$ cat config.mk
export PLATFORM = sky130hd
export DESIGN_NAME = dmem_slot_arbiter
export DESIGN_NICKNAME = d
export VERILOG_FILES = /design/src/rtl/dmem_slot_arbiter.sv
export SDC_FILE = /design/constraint.sdc
export NUM_CORES = 1
export LEC_CHECK = 0
export ABC_AREA = 1
export CAP_MARGIN = 25
export CORE_ASPECT_RATIO = 0.5
export CORE_MARGIN = 2
export CORE_UTILIZATION = 46
export DETAILED_ROUTE_END_ITERATION = 10
export PLACE_DENSITY = 0.79
export SYNTH_ARGS = -nofsm -noshare
export SYNTH_HDL_FRONTEND = slang
export SYNTH_SLANG_ARGS = --single-unit
$ cat constraint.sdc
create_clock -name clk -period 4.2 [get_ports clk]
set_clock_uncertainty 0.1 [all_clocks]
set_input_delay 0.63 -clock clk [delete_from_list [all_inputs] [get_ports clk]]
set_output_delay 0.63 -clock clk [all_outputs]
set_load 0.01 [all_outputs]
$ cat src/rtl/dmem_slot_arbiter.sv
// dmem_slot_arbiter: sequences both VLIW load/store slots onto one byte-wide data memory port, slot0 first.
// Optional same-address combining of the two slots is enabled by defining DMEM_FWD_EN.
module dmem_slot_arbiter #(
    parameter int ADDR_W   = 32,
    parameter int DATA_W   = 8,
    parameter int MAX_WAIT = 16,
    parameter int CNT_W    = 5
) (
    input  logic              clk,
    input  logic              reset,
    input  logic              req0,
    input  logic              we0,
    input  logic [ADDR_W-1:0] addr0,
    input  logic [DATA_W-1:0] wdata0,
    input  logic              req1,
    input  logic              we1,
    input  logic [ADDR_W-1:0] addr1,
    input  logic [DATA_W-1:0] wdata1,
    output logic [DATA_W-1:0] rdata0,
    output logic [DATA_W-1:0] rdata1,
    output logic              done,
    output logic              stall,
    output logic              mem_req,
    output logic              mem_we,
    output logic [ADDR_W-1:0] mem_addr,
    output logic [DATA_W-1:0] mem_wdata,
    input  logic [DATA_W-1:0] mem_rdata,
    input  logic              mem_hit,
    output logic              err
);
    localparam logic [1:0] IDLE = 2'd0;
    localparam logic [1:0] S0   = 2'd1;
    localparam logic [1:0] S1   = 2'd2;
    localparam logic [1:0] DONE = 2'd3;

    logic [1:0]        r_state, w_next;
    logic              r_req0, r_we0, r_req1, r_we1;
    logic [ADDR_W-1:0] r_addr0, r_addr1;
    logic [DATA_W-1:0] r_wdata0, r_wdata1;
    logic [DATA_W-1:0] r_rdata0, r_rdata1;
    logic [CNT_W-1:0]  r_cnt;
    logic              r_err;
    logic              w_s0, w_s1, w_busy, w_timeout, w_adv, w_fuse;
    logic [DATA_W-1:0] w_rval;

    assign w_s0      = (r_state == S0);
    assign w_s1      = (r_state == S1);
    assign w_busy    = w_s0 | w_s1;
    assign w_timeout = w_busy & ~mem_hit & (r_cnt == CNT_W'(MAX_WAIT - 1));
    assign w_adv     = w_busy & (mem_hit | w_timeout);
    // An aborted access returns zero to the load that issued it.
    assign w_rval    = mem_hit ? mem_rdata : '0;

`ifdef DMEM_FWD_EN
    // Same-address pair served by one access in S0, except load0/store1 which must see the old data.
    assign w_fuse = r_req0 & r_req1 & (r_addr0 == r_addr1) & ~(~r_we0 & r_we1);
`else
    assign w_fuse = 1'b0;
`endif

    assign stall     = w_busy | ((r_state == IDLE) & (req0 | req1));
    assign done      = (r_state == DONE);
    assign mem_req   = w_busy;
    assign mem_we    = (w_s0 & r_we0) | (w_s1 & r_we1);
    assign mem_addr  = w_s0 ? r_addr0 : w_s1 ? r_addr1 : '0;
    assign mem_wdata = w_s0 ? ((w_fuse & r_we1) ? r_wdata1 : r_wdata0) : w_s1 ? r_wdata1 : '0;
    assign rdata0    = r_rdata0;
    assign rdata1    = r_rdata1;
    assign err       = r_err;

    // Next-state selection: slot0 access, then slot1 access, then one done cycle.
    always_comb begin
        w_next = r_state;
        case (r_state)
            IDLE:    w_next = (req0 | req1) ? (req0 ? S0 : S1) : IDLE;
            S0:      w_next = w_adv ? ((r_req1 & ~w_fuse) ? S1 : DONE) : S0;
            S1:      w_next = w_adv ? DONE : S1;
            default: w_next = IDLE;
        endcase
    end

    // State register and per-access wait counter, which restarts on every state change.
    always_ff @(posedge clk or posedge reset) begin
        if (reset) begin
            r_state <= IDLE;
            r_cnt   <= '0;
        end else begin
            r_state <= w_next;
            r_cnt   <= (w_busy && w_next == r_state) ? r_cnt + 1'b1 : '0;
        end
    end

    // Capture the whole bundle when it first presents in IDLE.
    always_ff @(posedge clk or posedge reset) begin
        if (reset) begin
            r_req0   <= 1'b0;
            r_we0    <= 1'b0;
            r_addr0  <= '0;
            r_wdata0 <= '0;
            r_req1   <= 1'b0;
            r_we1    <= 1'b0;
            r_addr1  <= '0;
            r_wdata1 <= '0;
        end else if (r_state == IDLE && (req0 | req1)) begin
            r_req0   <= req0;
            r_we0    <= we0;
            r_addr0  <= addr0;
            r_wdata0 <= wdata0;
            r_req1   <= req1;
            r_we1    <= we1;
            r_addr1  <= addr1;
            r_wdata1 <= wdata1;
        end
    end

    // Load results; stores and idle slots leave their result register untouched.
    always_ff @(posedge clk or posedge reset) begin
        if (reset) begin
            r_rdata0 <= '0;
            r_rdata1 <= '0;
        end else if (w_s0 && w_adv) begin
            if (!r_we0)
                r_rdata0 <= w_rval;
            if (w_fuse && !r_we1)
                r_rdata1 <= r_we0 ? r_wdata0 : w_rval;
        end else if (w_s1 && w_adv && !r_we1) begin
            r_rdata1 <= w_rval;
        end
    end

    // Sticky timeout flag, cleared only by reset.
    always_ff @(posedge clk or posedge reset) begin
        if (reset)
            r_err <= 1'b0;
        else if (w_timeout)
            r_err <= 1'b1;
    end
endmodule

* After elaboration in Yosys (flattened, before gate mapping)
Index checks and enable logic that the tools add are counted.
** Operators by class
- Reductions and logical operators :: 9
- Equal/unequal tests :: 5
- $add $sub $neg :: 1
- Muxes and demuxes :: 12
- Bitwise operators :: 14
** Operator list (number)
- 32-bit 2-to-1 mux :: 2
- 8-bit 2-to-1 mux :: 3
- 1-bit bitwise AND :: 6
- 2-bit 2-to-1 mux :: 3
- 2-bit case mux with 3 select lines :: 1
- 5-bit by 1-bit adder with 5-bit output (second input constant) :: 1
- 5-bit by 4-bit equality test with 1-bit output (second input constant) :: 1
- 1-bit logical AND :: 5
- 5-bit 2-to-1 mux :: 1
- 1-bit bitwise OR :: 5
- 2-bit equality test (second input constant) :: 2
- 2-bit AND reduction :: 2
- 1-bit NOT :: 3
- 2-bit by 1-bit equality test with 1-bit output (second input constant) :: 1
- 2-bit equality test :: 1
- 2-bit zero test :: 1
- 1-bit 2-to-1 mux :: 2
- 1-bit zero test :: 1
** Word-level totals
- Flip-flop bits (word level) :: 107
- Output and inout port bits :: 61
- Input port bits :: 95

* Longest topological paths before layout
- Depth in word-level cells :: 11
- Mapped depth :: 13
- Depth with buffers taken out :: 13

* Worst setup path after synthesis
OpenSTA, ideal clock, no wires.
- Path kind :: register to output
- Start :: register r_state[1]
- End :: output mem_addr[10]
- Arrival time :: 1.272 ns
- Setup slack :: 2.198 ns
- Data required time :: 3.470 ns
- Stages on the path, launching flop included :: 6
- Buffers on the path :: 1
- Path through :: dfrtp_1 -> inv_1 -> ha_1 -> inv_2 -> clkbuf_1 -> o22ai_1
** Between the ends
- Longest elaborated chain between the ends :: 3
- Elaborated cells between the ends (all ways) :: 4
- Classes of those cells :: eq/ne: 2; mux: 2
** RTL lines
- from (decl) :: line 36 : logic [1:0] r_state, w_next;
- from (signal assigned) :: line 88 : r_state <= w_next;
- 2-bit equality test :: line 47 : assign w_s1 = (r_state == S1);
- 32-bit 2-to-1 mux :: line 65 : assign mem_addr = w_s0 ? r_addr0 : w_s1 ? r_addr1 : '0;
- 32-bit 2-to-1 mux (*) :: line 65
- to (decl) :: line 25 : output logic [ADDR_W-1:0] mem_addr,
Mark *: on every way between the ends. The rest lies on a longest branch, timed or not.

* Worst setup path after layout
- Start :: register r_state[1]
- End :: output mem_addr[28]
The elaborated chain is that of the path after synthesis.

==> flow_metrics.env <==
export IMPL_insertion_delay_ps=340
export IMPL_mappedNetlistArea_mm2=0.00462
export IMPL_grtUsageMet3_pct=4.97
export IMPL_critical_path_class="register to primary output"
export IMPL_numCtsBuffers=9
export IMPL_cp_start_kind="register"
export IMPL_synth_ff_type="dfrtp_1"
export IMPL_clk_pin_slew_ps=60
export IMPL_die_x_um=146
export IMPL_ios=156
export IMPL_antenna_cells=0
export IMPL_outcome="completed"
export IMPL_overflow=0
export IMPL_postCtsSetupBuffers=0
export IMPL_rows=25
export IMPL_root_buffer="clkbuf_16"
export IMPL_switching_share_pct=36.3
export IMPL_worstPathRequired_ps=3470
export IMPL_start_util_pct=48.1
export IMPL_reg2reg_depth=6
export IMPL_grt_pass1_vias=3701
export IMPL_ys_seq_area_share_pct=57.9
export IMPL_seqPwrFrac_pct=35.5
export IMPL_ctsResizeCount=0
export IMPL_dieArea_mm2=0.0109
export IMPL_drt_first_pass_iters=5
export IMPL_nNetsFinal=763
export IMPL_cp_max_fo=42
export IMPL_cts_buffer_depth=2
export IMPL_power_leakage_nw=3.00
export IMPL_final_common_cell="clkdlybuf4s50_1"
export IMPL_worst_pin_slew_ps=920
export IMPL_drt_iter0_drc=199
export IMPL_end_kind="primary output"
export IMPL_chipHeight_um=74.9
export IMPL_synth_edff_count=0
export IMPL_vias=3871
export IMPL_nFillCells=769
export IMPL_cts_hold_buffers=0
export IMPL_clock_sinks=107
export IMPL_use_met2_pct=35.0
export IMPL_arrival_ps=3040
export IMPL_ys_ff_latch=107
export IMPL_async_flop_share_pct=100
export IMPL_syn2layout_area_growth_pct=42.0
export IMPL_fmax_mhz=265
export IMPL_grt_pass1_wl_um=18000
export IMPL_rsz0062_at_grt="no"
export IMPL_drc_errors=0
export IMPL_drive_gt1_share_pct=4.96
export IMPL_drv_slew=0
export IMPL_powerDensity_mw_per_mm2=700
export IMPL_ant_nets=0
export IMPL_combinationalPowerShare_pct=45.8
export IMPL_cts_tree="yes"
export IMPL_p_int_mw=2.93
export IMPL_track_usage_pct=20.9
export IMPL_maxSlewHeadroom_pct=38.7
export IMPL_setup_viol=0
export IMPL_period_minus_slack_ps=3770
export IMPL_wl_per_cell_um=14.0
export IMPL_avgSynthCellArea_um2=8.89
export IMPL_hold_ws_ps=376
export IMPL_post_synth_num_cell_types=26
export IMPL_grt_busiest_layer="met2"
export IMPL_multi_input_area_mm2=0.00145
export IMPL_power_mw=4.60
export IMPL_fin_tns_setup_ps=0
export IMPL_layout_common_cells="clkdlybuf4s50_1 (155), nand2_1 (117), dfrtp_1 (107)"
export IMPL_hpwl_um=7650
export IMPL_cap_violations=0
export IMPL_synth_nets=621
export IMPL_whs_path_depth=1
export IMPL_hold_viol=0
export IMPL_globalplace_congestion=0.812
export IMPL_hp_class="register to register"
export IMPL_ir_drop_mv=0.288
export IMPL_numPortBuffers=155
export IMPL_ff_latch_area_mm2=0.00268
export IMPL_grt_met1_usage_pct=27.4
export IMPL_drt_total_wl_um=11200
export IMPL_cts_max_level=3
export IMPL_p_sw_mw=1.67
export IMPL_grt_max_degree=117
export IMPL_core_area_mm2=0.00960
export IMPL_period_share_pct=89.7
export IMPL_avgViaCountPerCell=4.84
export IMPL_syn_inst=520
export IMPL_ys_warn_count=0
export IMPL_clockPowerShare_pct=18.7
export IMPL_antenna_found_initial=0
==> registers in the layout (all words and copies together) (netlist names), 2 cells and up <==
signal	flops
r_addr0	32
r_addr1	32
r_wdata0	8
r_wdata1	8
rdata0	8
rdata1	8
r_cnt	5
r_state	2
==> area by class of cell <==
class | instances | share of cell area [%]
Inverter | 94 | 5.45
Clock inverter | 3 | 0.991
Clock buffer | 11 | 3.55
Timing Repair Buffer | 160 | 24.5
Sequential cell | 107 | 40.8
Multi-Input combinational cell | 290 | 22.1
Tap cell | 135 | 2.57
==> worst max-delay path: stages, from the launching register on <==
cell	delay, ps
dfrtp_1	420
inv_1	100
ha_1	270
inv_2	600
nand2_1	170
buf_4	330
o22ai_1	210
clkdlybuf4s50_1	570
==> synthesized netlist by cell type, types with 2 or more instances <==
library cell / number / area share [%]
buf_2: 14 / 1.5
buf_6: 2 / 0.49
clkbuf_1: 12 / 0.97
dfrtp_1: 107 / 58
ha_1: 6 / 1.6
inv_1: 91 / 7.4
inv_2: 2 / 0.16
nand2_1: 118 / 9.6
nand2_2: 5 / 0.68
nand3_1: 6 / 0.65
nor2_1: 3 / 0.24
nor3_1: 5 / 0.54
o21ai_0: 89 / 9.6
o21ai_1: 9 / 0.97
o22ai_1: 40 / 5.4
==> cell families after synthesis <==
| logic type | count (synthesis) | share of synthesized area [%] |
|---|---|---|
| xor gates and xnor gates | 2 | 0.379 |
| muxes | 1 | 0.244 |
| buffers and inverters | 123 | 10.8 |
| adders and majority gates | 6 | 1.62 |
| AOI/OAI and AO/OA | 139 | 16.2 |
| DFF | 107 | 57.9 |
| and+or+nand+nor | 142 | 12.8 |
==> per-stage QoR <==
stage	utilization, %	setup WS [ps]	cell area, um^2	instances
4_1_cts	68.1	444	6540	799
3_3_place_gp	65.0	940	6240	785
5_1_grt	68.4	190	6560	800
6_report	68.4	431	6560	800
3_5_place_dp	65.0	844	6240	785
2_1_floorplan	-	653	4620	520
==> final timing paths <==
path                                 startpoint                      end  slack, ps
max in group asynchronous                 reset  r_addr0[21]$_DFFE_PP0P_       2700
hold reg to reg                 err$_DFFE_PP0P_          err$_DFFE_PP0P_        380
hold / removal                  err$_DFFE_PP0P_          err$_DFFE_PP0P_        380
min in group asynchronous                 reset  r_addr1[11]$_DFFE_PP0P_        490
setup reg to reg           r_state[0]$_DFF_PP0_  r_addr0[13]$_DFFE_PP0P_       1660
setup / recovery           r_state[1]$_DFF_PP0_             mem_addr[28]        430
==> power by group through the flow <==
stage | sequential [mW] | clock [mW] | combinational [mW]
after global routing | 1.68 | 0.921 | 2.34
after CTS | 1.64 | 0.881 | 2.11
after global placement | 1.63 | 0 | 2.05
final | 1.63 | 0.860 | 2.10
after floorplan | 1.64 | 0 | 1.22
after detailed placement | 1.65 | 0 | 2.10
==> routing by layer <==
layer	part of all wire, %	wire length, um
met1	45	5060
met2	48	5360
met3	4.5	500
met4	2.3	255
met5	0	0
Power figures use the tool's default switching activity.
